## src/rtl/multicycle_ctrl.sv

```systemverilog
// Sequencing FSM for the multi-cycle MIPS core: FETCH/DECODE/EXEC/MEM/WB over a shared memory port.
// Latency (zero-wait memory): j/jal 2, beq/bne/jr/jalr 3, R/ALU-imm/store 4, load 5 cycles.
// Backpressure: Mem_Req is held until Mem_Ready; WAIT_MAX unanswered cycles trap into ERR until reset.
module multicycle_ctrl #(
    parameter int WAIT_MAX = 15,
    parameter int CNT_W    = 32
) (
    input  logic             clk,
    input  logic             rst,
    input  logic [5:0]       opcode,
    input  logic [5:0]       Funct,
    input  logic             Zero,
    input  logic             Mem_Ready,
    output logic             Mem_Req,
    output logic             Mem_Write,
    output logic             Mem_Is_Instr,
    output logic             IR_Write,
    output logic             Reg_Write,
    output logic             PC_Write,
    output logic             Branch_Taken,
    output logic             Jump_Reg,
    output logic [2:0]       State,
    output logic [CNT_W-1:0] Instr_Count,
    output logic             Bus_Err
);

    typedef enum logic [2:0] {
        S_FETCH  = 3'd0,
        S_DECODE = 3'd1,
        S_EXEC   = 3'd2,
        S_MEM    = 3'd3,
        S_WB     = 3'd4,
        S_ERR    = 3'd7
    } state_t;

    localparam logic [7:0] WAIT_LAST = 8'(WAIT_MAX - 1);

    state_t     state;
    state_t     state_nxt;
    logic [7:0] wait_cnt;

    logic is_rtype, is_j, is_jal, is_beq, is_bne, is_alui, is_load, is_store, is_known;

    logic mem_req_c, mem_write_c, mem_is_instr_c, ir_write_c, reg_write_c;
    logic pc_write_c, branch_taken_c, jump_reg_c;
    logic stalled;

    always_comb begin
        is_rtype = (opcode == 6'h00);
        is_j     = (opcode == 6'h02);
        is_jal   = (opcode == 6'h03);
        is_beq   = (opcode == 6'h04);
        is_bne   = (opcode == 6'h05);
        is_alui  = (opcode[5:3] == 3'b001);
        is_load  = (opcode == 6'h20) || (opcode == 6'h21) || (opcode == 6'h23) ||
                   (opcode == 6'h24) || (opcode == 6'h25);
        is_store = (opcode == 6'h28) || (opcode == 6'h29) || (opcode == 6'h2B);
        is_known = is_rtype || is_j || is_jal || is_beq || is_bne ||
                   is_alui || is_load || is_store;
    end

    always_comb begin
        state_nxt      = state;
        mem_req_c      = 1'b0;
        mem_write_c    = 1'b0;
        mem_is_instr_c = 1'b0;
        ir_write_c     = 1'b0;
        reg_write_c    = 1'b0;
        pc_write_c     = 1'b0;
        branch_taken_c = 1'b0;
        jump_reg_c     = 1'b0;

        case (state)
            S_FETCH: begin
                mem_req_c      = 1'b1;
                mem_is_instr_c = 1'b1;
                if (Mem_Ready) begin
                    ir_write_c = 1'b1;
                    state_nxt  = S_DECODE;
                end else if (wait_cnt == WAIT_LAST) begin
                    state_nxt = S_ERR;
                end
            end
            S_DECODE: begin
                if (is_j || is_jal || !is_known) begin
                    // Unknown opcodes retire here as a nop so the PC keeps moving.
                    pc_write_c  = 1'b1;
                    reg_write_c = is_jal;
                    state_nxt   = S_FETCH;
                end else begin
                    state_nxt = S_EXEC;
                end
            end
            S_EXEC: begin
                if (is_rtype && (Funct == 6'h08 || Funct == 6'h09)) begin
                    jump_reg_c  = 1'b1;
                    reg_write_c = Funct[0];
                    pc_write_c  = 1'b1;
                    state_nxt   = S_FETCH;
                end else if (is_rtype || is_alui) begin
                    state_nxt = S_WB;
                end else if (is_beq || is_bne) begin
                    pc_write_c     = 1'b1;
                    branch_taken_c = is_beq ? Zero : !Zero;
                    state_nxt      = S_FETCH;
                end else if (is_load || is_store) begin
                    state_nxt = S_MEM;
                end else begin
                    pc_write_c = 1'b1;
                    state_nxt  = S_FETCH;
                end
            end
            S_MEM: begin
                mem_req_c   = 1'b1;
                mem_write_c = is_store;
                if (Mem_Ready) begin
                    if (is_store) begin
                        pc_write_c = 1'b1;
                        state_nxt  = S_FETCH;
                    end else begin
                        state_nxt = S_WB;
                    end
                end else if (wait_cnt == WAIT_LAST) begin
                    state_nxt = S_ERR;
                end
            end
            S_WB: begin
                reg_write_c = 1'b1;
                pc_write_c  = 1'b1;
                state_nxt   = S_FETCH;
            end
            S_ERR: begin
                state_nxt = S_ERR;
            end
            default: begin
                state_nxt = S_FETCH;
            end
        endcase
    end

    assign stalled = mem_req_c && !Mem_Ready;

    always_ff @(posedge clk or negedge rst) begin
        if (!rst) begin
            state       <= S_FETCH;
            wait_cnt    <= 8'd0;
            Instr_Count <= '0;
            Bus_Err     <= 1'b0;
        end else begin
            state <= state_nxt;
            if (state_nxt != state) begin
                wait_cnt <= 8'd0;
            end else if (stalled) begin
                wait_cnt <= wait_cnt + 8'd1;
            end
            if (pc_write_c) begin
                Instr_Count <= Instr_Count + CNT_W'(1);
            end
            if (state_nxt == S_ERR) begin
                Bus_Err <= 1'b1;
            end
        end
    end

    // Strobes are gated by reset so nothing leaks out while the core is held.
    assign Mem_Req      = mem_req_c      & rst;
    assign Mem_Write    = mem_write_c    & rst;
    assign Mem_Is_Instr = mem_is_instr_c & rst;
    assign IR_Write     = ir_write_c     & rst;
    assign Reg_Write    = reg_write_c    & rst;
    assign PC_Write     = pc_write_c     & rst;
    assign Branch_Taken = branch_taken_c & rst;
    assign Jump_Reg     = jump_reg_c     & rst;
    assign State        = state;

endmodule

```

## config.mk

```make
export PLATFORM = sky130hd
export DESIGN_NAME = multicycle_ctrl
export DESIGN_NICKNAME = d
export VERILOG_FILES = /design/src/rtl/multicycle_ctrl.sv
export SDC_FILE = /design/constraint.sdc
export NUM_CORES = 1
export LEC_CHECK = 0
export CAP_MARGIN = 40
export CORE_MARGIN = 5
export CORE_UTILIZATION = 50
export CTS_BUF_LIST = sky130_fd_sc_hd__clkbuf_16
export DETAILED_ROUTE_END_ITERATION = 8
export GPL_ROUTABILITY_DRIVEN = 0
export GPL_TIMING_DRIVEN = 0
export PLACE_DENSITY = 0.8
export SKIP_LAST_GASP = 1
export SYNTH_ARGS = -nofsm -noshare
export SYNTH_HDL_FRONTEND = slang
export SYNTH_SLANG_ARGS = --single-unit
```

## constraint.sdc

```tcl
create_clock -name clk -period 3.1 [get_ports clk]
set_input_delay 0.62 -clock clk [delete_from_list [all_inputs] [get_ports clk]]
set_output_delay 0.62 -clock clk [all_outputs]
set_load 0.03 [all_outputs]
```

==> impl_metrics.env, run 1 <==
export IMPL_clockRootBuffer="clkbuf_16"
export IMPL_syn_avg_cell_area_sq_um=9.31
export IMPL_setup_viol=0
export IMPL_startpoint_type="input port"
export IMPL_crit_path_max_fanout=2
export IMPL_num_vias=2466
export IMPL_cts_sinks=44
export IMPL_drc=0
export IMPL_synth_compound_area_share=0.0862
export IMPL_drt_iter0_drc=147
export IMPL_hold_class="in2async"
export IMPL_cts_buffers=5
export IMPL_synthAdderAreaFrac=0.0144
export IMPL_antenna_found_initial=0
export IMPL_skew_ns=0.00537
export IMPL_synth_top_family_by_area="simple AND/OR/NAND/NOR gates"
export IMPL_p_seq_frac=0.305
export IMPL_fin_cells=422
export IMPL_area_delta_synth_final_pct=35.9
export IMPL_synthTopCellsByArea="dfrtp_1 42%, xor2_1 7.8%, xnor2_1 5.1%"
export IMPL_synth_edf_count=0
export IMPL_clock_latency_ns=0.28
export IMPL_fmax_ghz=0.329
export IMPL_die_area_sq_um=6740
export IMPL_dr_pass1_iters=5
export IMPL_async_flop_share=1.00
export IMPL_place_inst=409
export IMPL_coreArea_sq_um=5070
export IMPL_p_leak_nw=1.42
export IMPL_fin_tns_setup_ns=0
export IMPL_crit_arrival_ns=2.42
export IMPL_ant_nets=0
export IMPL_maxCapViolCount=0
export IMPL_p_int_w=0.00145
export IMPL_cts_tree="yes"
export IMPL_outcome="finished, final reports clean"
export IMPL_grt_pass1_vias=2513
export IMPL_maxSlewViolCount=0
export IMPL_dieHeight_um=82.1
export IMPL_p_sw_frac=0.419
export IMPL_yosys_area_share_simple=0.312
export IMPL_ys_warnings_count=0
export IMPL_crit_type="in2out"
export IMPL_fin_ws_ns=0.0581
export IMPL_grt_usage=0.216
export IMPL_viasPerCell=5.84
export IMPL_post_route_period_util=0.981
export IMPL_routedWlPerCell_um=16.3
export IMPL_synth_area_leader_cell="dfrtp_1"
export IMPL_synth_seq_cells=44
export IMPL_cts_hold_buf=0
export IMPL_synth_xor_area_frac=0.128
export IMPL_switchingPower_w=0.00104
export IMPL_cts_max_level=2
export IMPL_num_rows=26
export IMPL_synthCells=279
export IMPL_clk_pin_slew_ns=0.06
export IMPL_ys_seq_area_frac=0.424
export IMPL_powerDensity_nw_per_um2=706
export IMPL_n_antenna_cell=0
export IMPL_dp_slack_ns=-1.13
export IMPL_power_w=0.00249
export IMPL_finalCriticalPeriod_ns=3.04
export IMPL_nets=371
export IMPL_routed_wl_um=6890
export IMPL_grt_pass1_wl_um=11300
export IMPL_path_buf_inv=3
export IMPL_slew_limit_headroom=0.369
export IMPL_drive_above_1_share=0.105
export IMPL_tightest_slew_ns=0.939
export IMPL_cp_slowest_cell="or4b_4"
export IMPL_end_kind="output pin"
export IMPL_critPathMaxStageDelay_ns=0.54
export IMPL_syn_cell_area_sq_um=2600
export IMPL_yosysMostFrequentCell="dfrtp_1"
export IMPL_pwr_share_comb=0.493
export IMPL_synth_flop_cell="dfrtp_1"
export IMPL_crit_chain="clkdlybuf4s50_1 -> or4b_4 -> nor4_4 -> buf_4 -> and3_1 -> clkdlybuf4s15_1"
export IMPL_synth_cell_types=48
export IMPL_netlist_top_cells_count="44 x dfrtp_1, 24 x nand2_1, 23 x xor2_1, 17 x nor2_1, 17 x nor3_1"
export IMPL_crit_family="buffers and inverters"
export IMPL_pwr_share_clk=0.202
export IMPL_hold_viol_final=0
export IMPL_place_hpwl_um=4720
export IMPL_io_buffer_count=59
export IMPL_pin_count=60
export IMPL_cts_buffer_depth=2
export IMPL_die_width_um=82.1
export IMPL_synth_mux_area_fraction=0.00385
export IMPL_syn_num_nets=298
export IMPL_grt_max_degree=37
export IMPL_initial_core_util=0.512
export IMPL_grt_remaining_overflow=0
export IMPL_vdd_drop_max_mv=0.665
export IMPL_crit_required_ns=2.48
export IMPL_synth_top_area_frac=0.424
-- sequential cells by signal, summed over array words and instances, names as in the netlist --
signal       cells
Bus_Err          1
wait_cnt         8
State            3
Instr_Count     32
-- path summary, 6_finish.rpt --
check                                    start                          end  slack, ns  cells after the start
hold reg to reg            Bus_Err$_DFFE_PN0N_          Bus_Err$_DFFE_PN0N_       0.46                      1
hold / removal                             rst  Instr_Count[12]$_DFFE_PN0N_       0.24                      1
max in group asynchronous                  rst      wait_cnt[0]$_DFFE_PN0P_       2.37                      2
setup reg to reg            State[0]$_DFF_PN0_      wait_cnt[1]$_DFFE_PN0P_       0.56                      7
setup / recovery                      Funct[5]                     Jump_Reg       0.06                      6
min in group clk           Bus_Err$_DFFE_PN0N_          Bus_Err$_DFFE_PN0N_       0.46                      1
-- metrics by stage --
step	hold slack (ns)	util	instance area [sq um]
3_5_place_dp	0.448	0.649	3290
3_3_place_gp	0.447	0.646	3280
4_1_cts	0.238	0.680	3450
2_1_floorplan	0.324	-	2600
5_1_grt	0.252	0.696	3530
6_report	0.235	0.696	3530
-- worst reg2reg max path, stage by stage (launching register included) --
cell       delay [ns]
dfrtp_1          0.38
clkbuf_1         0.18
inv_1            0.22
nor2_1           0.10
nor4_2           0.71
a221oi_1         0.21
o2111ai_1        0.44
a211oi_1         0.12
-- power groups by stage --
stage | sequential [W] | combinational, W | clock [W]
3_5_place_dp | 0.000767 | 0.00110 | 0
5_1_grt | 0.000778 | 0.00131 | 0.000546
4_1_cts | 0.000759 | 0.00114 | 0.000515
6_report | 0.000760 | 0.00123 | 0.000504
3_3_place_gp | 0.000764 | 0.00109 | 0
2_1_floorplan | 0.000902 | 0.000576 | 0
-- kinds of logic (layout without fill, tap and decap cells) --
family,Yosys count,in the layout
buffers and inverters,19,92
DFF,44,44
xor gates and xnor gates,38,38
muxes,1,1
and+or+nand+nor,142,142
AOI/OAI and AO/OA,32,32
adders and majority gates,3,3
-- placed cells by master, fill, tap and decap left out, types with 4 or more instances in the layout --
cell type / instances
xor2_1: 23
xnor2_1: 15
nor4_1: 10
dlymetal6s2s_1: 4
inv_1: 6
o21ai_0: 6
and3_1: 9
nand2_1: 24
clkdlybuf4s50_1: 47
nand4_1: 16
buf_2: 4
and2_1: 5
nor2_1: 17
clkbuf_1: 7
nor3_1: 17
clkbuf_16: 5
buf_4: 6
dfrtp_1: 44
nand3_1: 15
dlygate4sd2_1: 4
nand2b_1: 5
-- timing repair --
action | in CTS | in global routing
setup buffers | 1 | 5
gates resized for setup | 20 | 17
pin swaps | 1 | 3
endpoints found under the setup margin | 4 | 3
-- routing by layer --
metal | global-route usage | vias up | part of all wire
met4 | 0.120 | 0 | 0.025
met5 | 0 | - | 0
met2 | 0.349 | 111 | 0.49
met3 | 0.0510 | 26 | 0.054
met1 | 0.265 | 1160 | 0.44
li1 | - | 1169 | -
-- final cells by class --
cell class                 instances  area [sq um]
clock inverter                     2          12.5
fill                             422          1540
inverter                           6          22.5
multi-input combinational        216          1470
clock buffer                       5           125
buffer                            13          66.3
sequential                        44          1100
tap                               70          87.6
timing repair buffer              66           652
No activity file was read; power rests on OpenSTA's default activity.
==> run 2, diff against run 1 <==
--- a/config.mk
+++ b/config.mk
@@ -5,7 +5,6 @@
 export SDC_FILE = /design/constraint.sdc
 export NUM_CORES = 1
 export LEC_CHECK = 0
-export CAP_MARGIN = 40
 export CORE_MARGIN = 5
 export CORE_UTILIZATION = 50
 export CTS_BUF_LIST = sky130_fd_sc_hd__clkbuf_16
==> impl_metrics.env, run 2 (synthesis results as in run 1) <==
export IMPL_cp_slowest_cell="or4b_4"
export IMPL_num_vias=2466
export IMPL_p_leak_nw=1.42
export IMPL_fin_ws_ns=0.0581
export IMPL_hold_class="in2async"
export IMPL_rr_startpoint="State[0]$_DFF_PN0_"
export IMPL_met2_length_um=3350
export IMPL_fmax_ghz=0.329
export IMPL_clock_latency_ns=0.28
export IMPL_maxCapViolCount=0
export IMPL_drt_iter0_drc=147
export IMPL_largest_reg_flops=32
export IMPL_dp_slack_ns=-1.13
export IMPL_die_area_sq_um=6740
export IMPL_crit_type="in2out"
export IMPL_grt_pass1_vias=2513
export IMPL_largest_register="Instr_Count"
export IMPL_routed_wl_um=6890
export IMPL_hold_viol_final=0
export IMPL_critPathMaxStageDelay_ns=0.54
export IMPL_grt_max_degree=37
export IMPL_startpoint_type="input port"
export IMPL_cts_max_level=2
export IMPL_coreArea_sq_um=5070
export IMPL_cts_buffers=5
export IMPL_cts_buffer_depth=2
export IMPL_setup_viol=0
export IMPL_multiInputGateArea_sq_um=1470
export IMPL_mostFrequentLayoutCell="clkdlybuf4s50_1"
export IMPL_io_buffer_count=59
export IMPL_finalCriticalPeriod_ns=3.04
export IMPL_reg2reg_slack_ns=0.56
export IMPL_mostFrequentLayoutCells="47 x clkdlybuf4s50_1, 44 x dfrtp_1, 24 x nand2_1"
export IMPL_final_seq_area_sq_um=1100
export IMPL_fin_hold_ws_ns=0.235
export IMPL_routedWlPerCell_um=16.3
export IMPL_dr_pass1_iters=5
export IMPL_antenna_found_initial=0
export IMPL_drc=0
export IMPL_top_layer="met4"
export IMPL_place_hpwl_um=4720
export IMPL_post_route_period_util=0.981
export IMPL_post_dp_cell_area_sq_um=3290
export IMPL_cts_tree="yes"
export IMPL_rr_worst_depth=7
export IMPL_n_antenna_cell=0
export IMPL_outcome="finished, final reports clean"
export IMPL_initial_core_util=0.512
export IMPL_dieHeight_um=82.1
export IMPL_vdd_drop_max_mv=0.665
export IMPL_drive_above_1_share=0.105
export IMPL_n_fill_cell=422
export IMPL_nets=371
export IMPL_powerDensity_nw_per_um2=706
export IMPL_wl_met1_um=3000
export IMPL_area_delta_synth_final_pct=35.9
export IMPL_grt_pass1_wl_um=11300
export IMPL_clockRootBuffer="clkbuf_16"
export IMPL_skew_ns=0.00537
export IMPL_maxSlewViolCount=0
export IMPL_crit_required_ns=2.48
export IMPL_num_rows=26
export IMPL_die_width_um=82.1
export IMPL_slew_limit_headroom=0.369
export IMPL_tightest_slew_ns=0.939
export IMPL_grt_remaining_overflow=0
export IMPL_end_kind="output pin"
export IMPL_grt_usage=0.216
export IMPL_cts_hold_buf=0
export IMPL_wl_met3_um=369
export IMPL_crit_path_max_fanout=2
export IMPL_viasPerCell=5.84
export IMPL_cts_sinks=44
export IMPL_r2r_end="wait_cnt[1]$_DFFE_PN0P_"
export IMPL_pin_count=60
export IMPL_clk_pin_slew_ns=0.06
export IMPL_crit_chain="clkdlybuf4s50_1 -> or4b_4 -> nor4_4 -> buf_4 -> and3_1 -> clkdlybuf4s15_1"
export IMPL_crit_arrival_ns=2.42
export IMPL_stdcell_area_sq_um=3530
export IMPL_ant_nets=0
## run 2: timing repair
item                       in CTS  in global routing
resized for setup              20                 17
setup endpoints to repair       4                  3
hold endpoints to repair        0                  0
buffers inserted                1                  5
pin swaps                       1                  3
## run 2: worst max path at each step
stage | from | to | slack (ns) | cells past startpoint
final | Funct[5] | Jump_Reg | 0.06 | 6
after global routing | Funct[5] | PC_Write | -0.02 | 8
after CTS | Funct[2] | PC_Write | -0.16 | 8
after detailed placement | opcode[3] | PC_Write | -1.13 | 8
after global placement | rst | IR_Write | -1.50 | 4
after floorplan | Funct[2] | PC_Write | 0.21 | 6
## run 2: final cells by class
cell class / instances / share of cell area
multi-input cells: 216 / 0.415
well taps: 70 / 0.0248
clock inverters: 2 / 0.00354
flip-flops and latches: 44 / 0.312
plain buffers: 13 / 0.0188
repair buffers: 66 / 0.185
clock buffers: 5 / 0.0354
inverters: 6 / 0.00638
## run 2: power by group
group	internal, W	switching (W)
clock network	0.000292	0.000212
registers	0.000662	0.0000982
logic	0.000494	0.000734
total	0.00145	0.00104
## run 2: stage by stage
| step | util | cells | TNS, ns | total power (W) |
|---|---|---|---|---|
| 6_report | 0.696 | 422 | 0 | 0.00249 |
| 3_3_place_gp | 0.646 | 408 | -11.07 | 0.00185 |
| 2_1_floorplan | - | 279 | 0 | 0.00148 |
| 5_1_grt | 0.696 | 422 | -0.0198 | 0.00264 |
| 3_5_place_dp | 0.649 | 409 | -2.88 | 0.00187 |
| 4_1_cts | 0.680 | 417 | -0.156 | 0.00241 |
## run 2: critical path, delay by kind of cell
kind | cells | cell delay (ns)
buf+inv | 3 | 0.94
simple gates | 3 | 0.87
## run 2: per-layer routing
metal	GRT usage	vias to the layer above
li1	-	1169
met5	0	-
met3	0.0510	26
met2	0.349	111
met4	0.120	0
met1	0.265	1160
